<file path="config.mk">
export PLATFORM = sky130hd
export DESIGN_NAME = hdcp_key_reader_flat
export DESIGN_NICKNAME = d
export VERILOG_FILES = /design/src/rtl/hdcp_key_reader_if.sv /design/src/rtl/hdcp_key_reader.sv /design/src/flat_wrapper.sv
export SDC_FILE = /design/constraint.sdc
export NUM_CORES = 1
export LEC_CHECK = 0
export CAP_MARGIN = 20
export CORE_ASPECT_RATIO = 0.7
export CORE_MARGIN = 4
export CORE_UTILIZATION = 40
export CTS_BUF_LIST = sky130_fd_sc_hd__clkbuf_4 sky130_fd_sc_hd__clkbuf_8 sky130_fd_sc_hd__clkbuf_16
export DETAILED_ROUTE_END_ITERATION = 12
export PLACE_DENSITY = 0.61
export SLEW_MARGIN = 10
export SYNTH_ARGS = -nofsm -noshare
export SYNTH_HDL_FRONTEND = slang
export SYNTH_SLANG_ARGS = --single-unit
</file>
<file path="constraint.sdc">
create_clock -name clk -period 5.75 [get_ports clk]
set_input_delay 0.8625 -clock clk [delete_from_list [all_inputs] [get_ports clk]]
set_output_delay 0.8625 -clock clk [all_outputs]
set_load 0.02 [all_outputs]
</file>
<file path="src/rtl/hdcp_key_reader_if.sv">
// Key RAM read port plus the outgoing key-word stream, bundled for the reader.
interface hdcp_key_reader_if #(
    parameter int DATA_WIDTH = 64,
    parameter int AW         = 6
);
    logic                  ram_en;
    logic                  ram_regce;
    logic [AW-1:0]         ram_addr;
    logic [DATA_WIDTH-1:0] ram_dout;
    logic [DATA_WIDTH-1:0] key_data;
    logic                  key_last;
    logic                  key_valid;
    logic                  key_ready;

    modport master (
        output ram_en, ram_regce, ram_addr, key_data, key_last, key_valid,
        input  ram_dout, key_ready
    );

    modport slave (
        input  ram_en, ram_regce, ram_addr, key_data, key_last, key_valid,
        output ram_dout, key_ready
    );
endinterface

</file>
<file path="src/rtl/hdcp_key_reader.sv">
// Burst reader for a 2-cycle-latency key RAM, streaming words through a 4-deep FIFO
// with credit-based issue so the FIFO can never overflow.
module hdcp_key_reader #(
    parameter int DATA_WIDTH = 64,
    parameter int DEPTH      = 64,
    localparam int AW        = (DEPTH > 1) ? $clog2(DEPTH) : 1
) (
    input  logic          clk,
    input  logic          rst_n,
    input  logic          start,
    input  logic [AW-1:0] base_addr,
    input  logic [AW:0]   word_cnt,
    input  logic          abort,
    output logic          busy,
    output logic          done,
    hdcp_key_reader_if.master bus
);
    typedef enum logic [1:0] {IDLE, FETCH, FLUSH} state_t;

    state_t                state, state_nxt;
    logic [AW-1:0]         addr;
    logic [AW:0]           remaining;
    logic                  zero_burst;
    logic                  en_d1, en_d2, last_d1, last_d2;
    logic [1:0]            inflight;
    logic [DATA_WIDTH-1:0] fifo_data [4];
    logic                  fifo_last [4];
    logic [1:0]            wr_ptr, rd_ptr;
    logic [2:0]            fifo_count;
    logic                  accept, issue, pop, push, finish, flush_fifo;

    always_ff @(posedge clk) begin
        if (!rst_n) state <= IDLE;
        else        state <= state_nxt;
    end

    always_comb begin
        state_nxt = state;
        unique case (state)
            IDLE:    if (accept) state_nxt = FETCH;
            FETCH:   if (abort) state_nxt = FLUSH;
                     else if (finish) state_nxt = IDLE;
            FLUSH:   if (inflight == 2'd0) state_nxt = IDLE;
            default: state_nxt = IDLE;
        endcase
    end

    // Issue only while every outstanding word (buffered, in flight, and this one) fits.
    always_comb begin
        inflight      = {1'b0, en_d1} + {1'b0, en_d2};
        accept        = (state == IDLE) && start && (inflight == 2'd0);
        issue         = (state == FETCH) && !abort && (remaining != '0) &&
                        ((4'(fifo_count) + 4'(inflight)) < 4'd4);
        bus.key_valid = (fifo_count != 3'd0);
        bus.key_data  = bus.key_valid ? fifo_data[rd_ptr] : '0;
        bus.key_last  = bus.key_valid && fifo_last[rd_ptr];
        pop           = bus.key_valid && bus.key_ready;
        flush_fifo    = (state == FETCH) && abort;
        push          = en_d2 && (state == FETCH) && !abort;
        finish        = (state == FETCH) && !abort && (zero_burst || (pop && bus.key_last));
        done          = finish;
        busy          = (state != IDLE);
        bus.ram_en    = issue;
        bus.ram_addr  = addr;
        bus.ram_regce = en_d1;
    end

    always_ff @(posedge clk) begin
        if (!rst_n) begin
            addr       <= '0;
            remaining  <= '0;
            zero_burst <= 1'b0;
            en_d1      <= 1'b0;
            en_d2      <= 1'b0;
            last_d1    <= 1'b0;
            last_d2    <= 1'b0;
            wr_ptr     <= '0;
            rd_ptr     <= '0;
            fifo_count <= '0;
        end else begin
            en_d1   <= issue;
            last_d1 <= issue && (remaining == (AW+1)'(1));
            en_d2   <= en_d1;
            last_d2 <= last_d1;
            if (accept) begin
                addr       <= base_addr;
                remaining  <= word_cnt;
                zero_burst <= (word_cnt == '0);
            end else if (issue) begin
                addr      <= (addr == AW'(DEPTH - 1)) ? '0 : addr + AW'(1);
                remaining <= remaining - (AW+1)'(1);
            end
            if (flush_fifo) begin
                wr_ptr     <= '0;
                rd_ptr     <= '0;
                fifo_count <= '0;
            end else begin
                if (push) wr_ptr <= wr_ptr + 2'd1;
                if (pop)  rd_ptr <= rd_ptr + 2'd1;
                unique case ({push, pop})
                    2'b10:   fifo_count <= fifo_count + 3'd1;
                    2'b01:   fifo_count <= fifo_count - 3'd1;
                    default: fifo_count <= fifo_count;
                endcase
            end
        end
    end

    always_ff @(posedge clk) begin
        if (push && !flush_fifo) begin
            fifo_data[wr_ptr] <= bus.ram_dout;
            fifo_last[wr_ptr] <= last_d2;
        end
    end
endmodule
</file>
<file path="src/flat_wrapper.sv">
// flat-port wrapper written by rule: the top's interface ports become plain ports
module hdcp_key_reader_flat 
#(
    parameter int DATA_WIDTH = 64,
    parameter int DEPTH      = 64,
    localparam int AW        = (DEPTH > 1) ? $clog2(DEPTH) : 1
)
  (clk, rst_n, start, base_addr, word_cnt, abort, busy, done, bus_ram_en, bus_ram_regce, bus_ram_addr, bus_key_data, bus_key_last, bus_key_valid, bus_ram_dout, bus_key_ready);
  hdcp_key_reader_if #(.DATA_WIDTH(DATA_WIDTH)) bus_i ();
  input  logic clk;
  input  logic rst_n;
  input  logic start;
  input  logic [AW-1:0] base_addr;
  input  logic [AW:0] word_cnt;
  input  logic abort;
  output logic busy;
  output logic done;
  output wire logic [$bits(bus_i.ram_en)-1:0] bus_ram_en;
  output wire logic [$bits(bus_i.ram_regce)-1:0] bus_ram_regce;
  output wire logic [$bits(bus_i.ram_addr)-1:0] bus_ram_addr;
  output wire logic [$bits(bus_i.key_data)-1:0] bus_key_data;
  output wire logic [$bits(bus_i.key_last)-1:0] bus_key_last;
  output wire logic [$bits(bus_i.key_valid)-1:0] bus_key_valid;
  input wire logic [$bits(bus_i.ram_dout)-1:0] bus_ram_dout;
  input wire logic [$bits(bus_i.key_ready)-1:0] bus_key_ready;
  assign bus_ram_en = bus_i.ram_en;
  assign bus_ram_regce = bus_i.ram_regce;
  assign bus_ram_addr = bus_i.ram_addr;
  assign bus_key_data = bus_i.key_data;
  assign bus_key_last = bus_i.key_last;
  assign bus_key_valid = bus_i.key_valid;
  assign bus_i.ram_dout = bus_ram_dout;
  assign bus_i.key_ready = bus_key_ready;
  hdcp_key_reader #(.DATA_WIDTH(DATA_WIDTH), .DEPTH(DEPTH)) u_core (.clk(clk), .rst_n(rst_n), .start(start), .base_addr(base_addr), .word_cnt(word_cnt), .abort(abort), .busy(busy), .done(done), .bus(bus_i));
endmodule
</file>
==> flow_summary.ini <==
[status]
status = completed

[synthesis]
synth_top_area_cell = edfxtp_1
synth_area_mm2 = 0.0113
synth_area_leaders = edfxtp_1 69%, mux4_2 13%, dfxtp_1 5.1%
synth_top_area_share_pct = 69.0
syn-num-nets = 689
synthCells = 595
ys_seq_area_share_pct = 74.1
ys_ff_latch = 289
synth_cell_type_count = 44
syn_area_per_cell_um2 = 19.0
ys_warn_count = 0

[place]
port_buffers = 157
gp_congestion = 0.813
hpwl_mm = 14.1
dpl_cell_area_mm2 = 0.0133

[clocking]
clk_latency_ns = 0.52
clkTransAtPathRegs_ns = 0.06
cts_max_path_buffers = 3
cts_tree = yes
cts_made_buffers = 28
cts_htree_levels = 1
postCtsSetupRepairBufs = 0
cts_hold_buf = 0
root_buffer = clkbuf_16
cts_resized = 0
cts_sinks = 289

[die]
die_y_um = 149
core-area_mm2 = 0.0278
ios = 158
design.die.area_mm2 = 0.0311
num_rows = 51
start_util_pct = 40.7
die_w_um = 209

[hold_path]
worst_hold_path_type = register to register

[routing]
via_count = 6003
drtIter0Drc = 323
avgRoutedWirePerCell_um = 20.5
antenna_left = 0
routed_wirelength_mm = 23.7
vias_per_cell = 5.20
drc = 0
drt_pass1_iterations = 5

[cells_and_area]
final_common_cell = edfxtp_1
nFillCells = 2305
multi_input_area_mm2 = 0.00279
syn_to_final_growth_pct = 25.8
register_area_mm2 = 0.00840
final_cell_mix = 260 x edfxtp_1, 157 x clkdlybuf4s50_1, 67 x and2_1
num-nets-final = 854
drive_above_1_share_pct = 16.6
postLayoutCellArea_mm2 = 0.0142

[timing]
finalCritPeriodShare_pct = 71.0
tns_ns = 0
skew_ns = 0.00915
worst_pin_slew_ns = 1.08
finalMaxSlewViolations = 0
timing.final.crit_period_ns = 4.08
clock.fmax_mhz = 245
hold_viol_final = 0
relSlewSlack_pct = 28.2
grt_setup_unrepaired = false
setup_viol = 0

[power]
vdd_ir_drop_max_mv = 0.213
leakage_nw = 4.47
powerDensity_mw_per_mm2 = 299

[global_routing]
grt_start_max_net_pins = 66
grt_pass1_vias = 6377
grt-ovfl-total = 0
antenna_found_initial = 1
grt_pass1_wl_mm = 36.4
grt_usage_pct = 14.9

[setup_path]
crit_fanout = 10
endpoint = bus_ram_en
crit_type = input port to output pin
required_ns = 4.89
reg2reg_depth = 9
worstSetupEndpointType = output pin
worst_path_largest_cell_delay_ns = 0.60
worst_r2r_startpoint = u_core.fifo_count[0]$_SDFFE_PP0P_
cp_slowest_cell = clkdlybuf4s50_1
ff2ff_setup_slack_ns = 2.80
cp_top_family = simple AND/OR/NAND/NOR gates
crit_buf_inv = 3
reg2reg_to = u_core.fifo_count[2]$_SDFFE_PP0P_
crit_top_cell = clkdlybuf4s50_1
cp.arrival_ns = 3.22
crit_chain = clkdlybuf4s50_1 > nor3b_2 > and2_0 > nand2_4 > inv_2 > clkdlybuf4s50_1
timing.critical_path.from = abort
cp_num_cells = 6
startpoint_type = input port

[run]
cap_violations = 0
==> worst reg2reg max path, cell delays in order (launching register included) <==
cell and delay, ns:
dfxtp_1 0.39, or3_2 0.50, buf_4 0.50, and2_1 0.25, ha_1 0.19, inv_1 0.06
fa_1 0.38, xor2_1 0.16, or3_1 0.32, a21oi_1 0.14
==> layout make-up <==
type	count	share of cell area (%)
antenna	1	0.0176
clock buffer	39	5.76
clock inverter	13	0.606
inverter	13	0.343
multi-input combinational	266	19.6
sequential	289	59.0
tap	371	3.26
timing repair buffer	162	11.4
==> registers in the layout, indices dropped and copies added, names as in the netlist, 2 cells and up, named ones only <==
| register | flops |
|---|---|
| u_core.fifo_count | 3 |
| u_core.wr_ptr | 2 |
| u_core.state | 2 |
| u_core.fifo_data | 256 |
| u_core.fifo_last | 4 |
| u_core.remaining | 7 |
| u_core.bus.ram_addr | 6 |
| u_core.rd_ptr | 2 |
==> cell usage after synthesis <==
cell type,n
a211oi_1,6
a21oi_1,11
a221oi_2,1
a311oi_1,4
a31oi_1,5
and2_0,1
and2_1,67
and3_1,5
and4_4,1
buf_1,2
buf_2,9
clkbuf_1,16
clkinv_1,1
dfxtp_1,29
edfxtp_1,260
fa_1,1
ha_1,11
inv_1,11
inv_2,1
mux4_2,65
nand2_1,12
nand2_4,1
nand3_1,9
nand3b_1,1
nor2_1,19
nor2b_1,1
nor3_1,8
nor3b_2,1
nor4_1,1
nor4_2,1
nor4bb_1,1
o211ai_1,4
o21a_1,1
o21ai_0,10
o21ai_1,1
o221ai_1,1
o311ai_0,1
o31a_1,1
or2_2,1
or3_1,2
or3b_4,1
or4_1,4
xnor2_1,2
xor2_1,4
==> where the power goes <==
group	leakage, nW	internal [W]	switching [W]
Sequential	2.58	0.00230	0.0000163
Combinational	1.44	0.0000906	0.0000928
Clock	0.448	0.00104	0.000728
Total	4.47	0.00342	0.000837
==> worst min-delay path by stage <==
| stage | startpoint | endpoint | slack [ns] | cells after the start |
|---|---|---|---|---|
| global placement | u_core.last_d1$_SDFF_PN0_ | u_core.last_d2$_SDFF_PN0_ | 0.43 | 1 |
| CTS | u_core.last_d1$_SDFF_PN0_ | u_core.last_d2$_SDFF_PN0_ | 0.44 | 1 |
| floorplan | u_core.last_d1$_SDFF_PN0_ | u_core.last_d2$_SDFF_PN0_ | 0.41 | 1 |
| finish | u_core.last_d1$_SDFF_PN0_ | u_core.last_d2$_SDFF_PN0_ | 0.44 | 1 |
| global route | u_core.last_d1$_SDFF_PN0_ | u_core.last_d2$_SDFF_PN0_ | 0.46 | 1 |
| detailed placement | u_core.last_d1$_SDFF_PN0_ | u_core.last_d2$_SDFF_PN0_ | 0.43 | 1 |
==> metrics by stage <==
stage	setup WS, ns	std cells	utilization, %	total power (W)	hold WS, ns
after detailed placement	1.72	1100	47.8	0.00254	0.428
after global routing	1.45	1153	51.2	0.00442	0.464
after floorplan	2.48	595	-	0.00243	0.412
final	1.67	1154	51.2	0.00426	0.438
after global placement	1.85	1100	47.8	0.00253	0.429
after CTS	1.58	1152	51.1	0.00430	0.442
==> cell families (layout without fill, tap and decap cells) <==
family                     after synthesis  in the layout  synth area share [%]
AOI/OAI and AO/OA                       46             46                  2.65
other                                    0              1                     0
and+or+nand+nor                        137            137                  7.03
DFF                                    289            289                  74.1
buffers and inverters                   40            227                  1.43
adders and majority gates               12             12                  1.39
muxes                                   65             65                  12.9
xor gates and xnor gates                 6              6                 0.464
==> routing by layer <==
layer,global-route usage [%],vias to the layer above,part of all wire [%]
li1,-,2710,-
met1,20.6,3073,44
met2,24.6,184,48
met3,3.74,34,6.5
met4,3.00,2,1.6
met5,0,-,0.055
Note: power is estimated with default switching activity, not from simulation.
==> patch (config.mk and constraints unchanged) <==
Encoding of `state_t`: now one-hot (3 bits for 3 states).
--- a/src/rtl/hdcp_key_reader.sv
+++ b/src/rtl/hdcp_key_reader.sv
@@ -17,3 +17,3 @@
 );
-    typedef enum logic [1:0] {IDLE, FETCH, FLUSH} state_t;
+    typedef enum logic [2:0] {IDLE = 3'b001, FETCH = 3'b010, FLUSH = 3'b100} state_t;
 
Check against the original RTL: same outputs for any inputs over 4 cycles, from zero or initial values and one cycle with rst_n low; so few cycles prove little.
==> patch against the original RTL <==
  * Power is 1.7% higher
  * Setup slack better by 0.051 ns
  * Largest power group unchanged
  * Critical endpoint is now bus_key_data[37]
  * Area after synthesis grew 1.2%
  * Synthesized cell count increased by 2.2%
  * Count of clock-buffer cells in the layout grew 1
  * Sequential cell count rose by 1
  * Wire length is 1.6% higher
  * Design area grew 0.60%
==> patch: results (changes against the original RTL) <==
STA
The final setup skew is 0.0215 ns (was 0.00915 ns). The normalized max-slew margin is 0.273 (was 0.282).

Routing
The detailed-routing wirelength on met1 is 10.6 mm (was 10.4 mm). The detailed-route wire length came to 24.1 mm (was 23.7 mm). The post-detailed-route via-to-cell ratio came to 5.26 (was 5.20).

The number of violations reported at the end of detailed-routing iteration 0 is 430 (was 323). The routed length on met3 is 1.46 mm (was 1.55 mm). The wire length on met2 was 11.6 mm (was 11.4 mm).

Global route
The first-pass GRT wire length came to 37.5 mm (was 36.4 mm). The global routing met2 resource utilization is 0.256 (was 0.246). The met1 global-route usage is 0.207 (was 0.206). The via count of the first global-routing pass was 6649 (was 6377). The met3 capacity usage during global routing is 0.0308 (was 0.0374).

The total global routing track utilization is 0.152 (was 0.149). The initial antenna violation count was 2 (was 1).

Final layout
The total number of nets in the final design is 863 (was 854). The fraction of layout instances using a drive strength above 1 is 0.163 (was 0.166). The multi-input gate share of total cell area was 0.201 (was 0.196). The clock buffer count in the final layout is 40 (was 39). The number of logic inverters in the finished layout is 14 (was 13). The buffer count excluding the clock tree in the final layout is 160 (was 162).

The number of fill cells is 2272 (was 2305). The register fraction of the total cell area is 0.588 (was 0.590). The multi-input logic cell count is 275 (was 266). The number of diodes is 0 (was 1). The final-layout clock-cell area share is 0.0631 (was 0.0636). The buffering overhead came to 0.112 (was 0.114).

Placement
The global placement routability congestion was 0.825 (was 0.813). The post-detailed-placement half-perimeter wirelength is 14.6 mm (was 14.1 mm).

Pwr
The leakage dissipation came to 4.49 nW (was 4.47 nW). The switching portion of total power came to 0.204 (was 0.197). The maximum ir drop on the vdd rail came to 217 uV (was 213 uV). The sequential group share of total power is 0.538 (was 0.543).

Synthesis
The post-synthesis sequential area ratio is 0.734 (was 0.741). Largest cells by area after synthesis: sky130_fd_sc_hd__edfxtp_1 (68%), sky130_fd_sc_hd__mux4_2 (13%), sky130_fd_sc_hd__dfxtp_1 (5.2%) (was sky130_fd_sc_hd__edfxtp_1 (69%), sky130_fd_sc_hd__mux4_2 (13%), sky130_fd_sc_hd__dfxtp_1 (5.1%)). The number of library cell types mapped by synthesis is 49 (was 44). The synthesized netlist net count is 702 (was 689). Most used standard cells in the synthesized netlist: sky130_fd_sc_hd__edfxtp_1 (260), sky130_fd_sc_hd__and2_1 (69), sky130_fd_sc_hd__mux4_2 (65) (was sky130_fd_sc_hd__edfxtp_1 (260), sky130_fd_sc_hd__and2_1 (67), sky130_fd_sc_hd__mux4_2 (65)).

Setup path
The largest driver fanout on the critical path came to 26 (was 10). The arrival time of the worst setup path is 3.17 ns (was 3.22 ns). The cell type of the slowest stage on the worst timing path is sky130_fd_sc_hd__dfxtp_4 (was sky130_fd_sc_hd__clkdlybuf4s50_1). The dominant delay contributor by cell family on the critical path is buffers and inverters (was simple AND/OR/NAND/NOR gates). The largest incremental delay on the critical path is 0.70 ns (was 0.60 ns). The kind of start point of the critical path was a register (was input pin).

Status
Run status: finished clean (unchanged).
-- patch: through the flow --
stage	power (mW)	cell area [sq um]	worst slack (ns)	instances
6_report	4.33	14300	1.72	1161
5_1_grt	4.49	14300	1.45	1161
4_1_cts	4.37	14300	1.43	1160
3_5_place_dp	2.60	13400	1.95	1109
3_3_place_gp	2.59	13400	2.01	1109
2_1_floorplan	2.48	11500	2.40	608
-- patch: logic make-up (layout without fill, tap and decap cells) --
kind of cell	after synthesis	in the layout	share of synthesized area
flip-flops	290	290	0.734
AND/OR/NAND/NOR	144	144	0.0750
multiplexers	65	65	0.128
AO/OA/AOI/OAI	48	48	0.0285
buffers and inverters	43	225	0.0161
adder cells (fa/ha/maj)	12	12	0.0138
XOR/XNOR	6	6	0.00459
-- patch: path summary, 6_finish.rpt --
kind,end,slack [ns],cells after the start
hold / removal,u_core.last_d2,0.43,1
setup / recovery,bus_key_data[37],1.72,5
hold reg to reg,u_core.last_d2,0.43,1
setup reg to reg,u_core.fifo_count[2],3.26,8
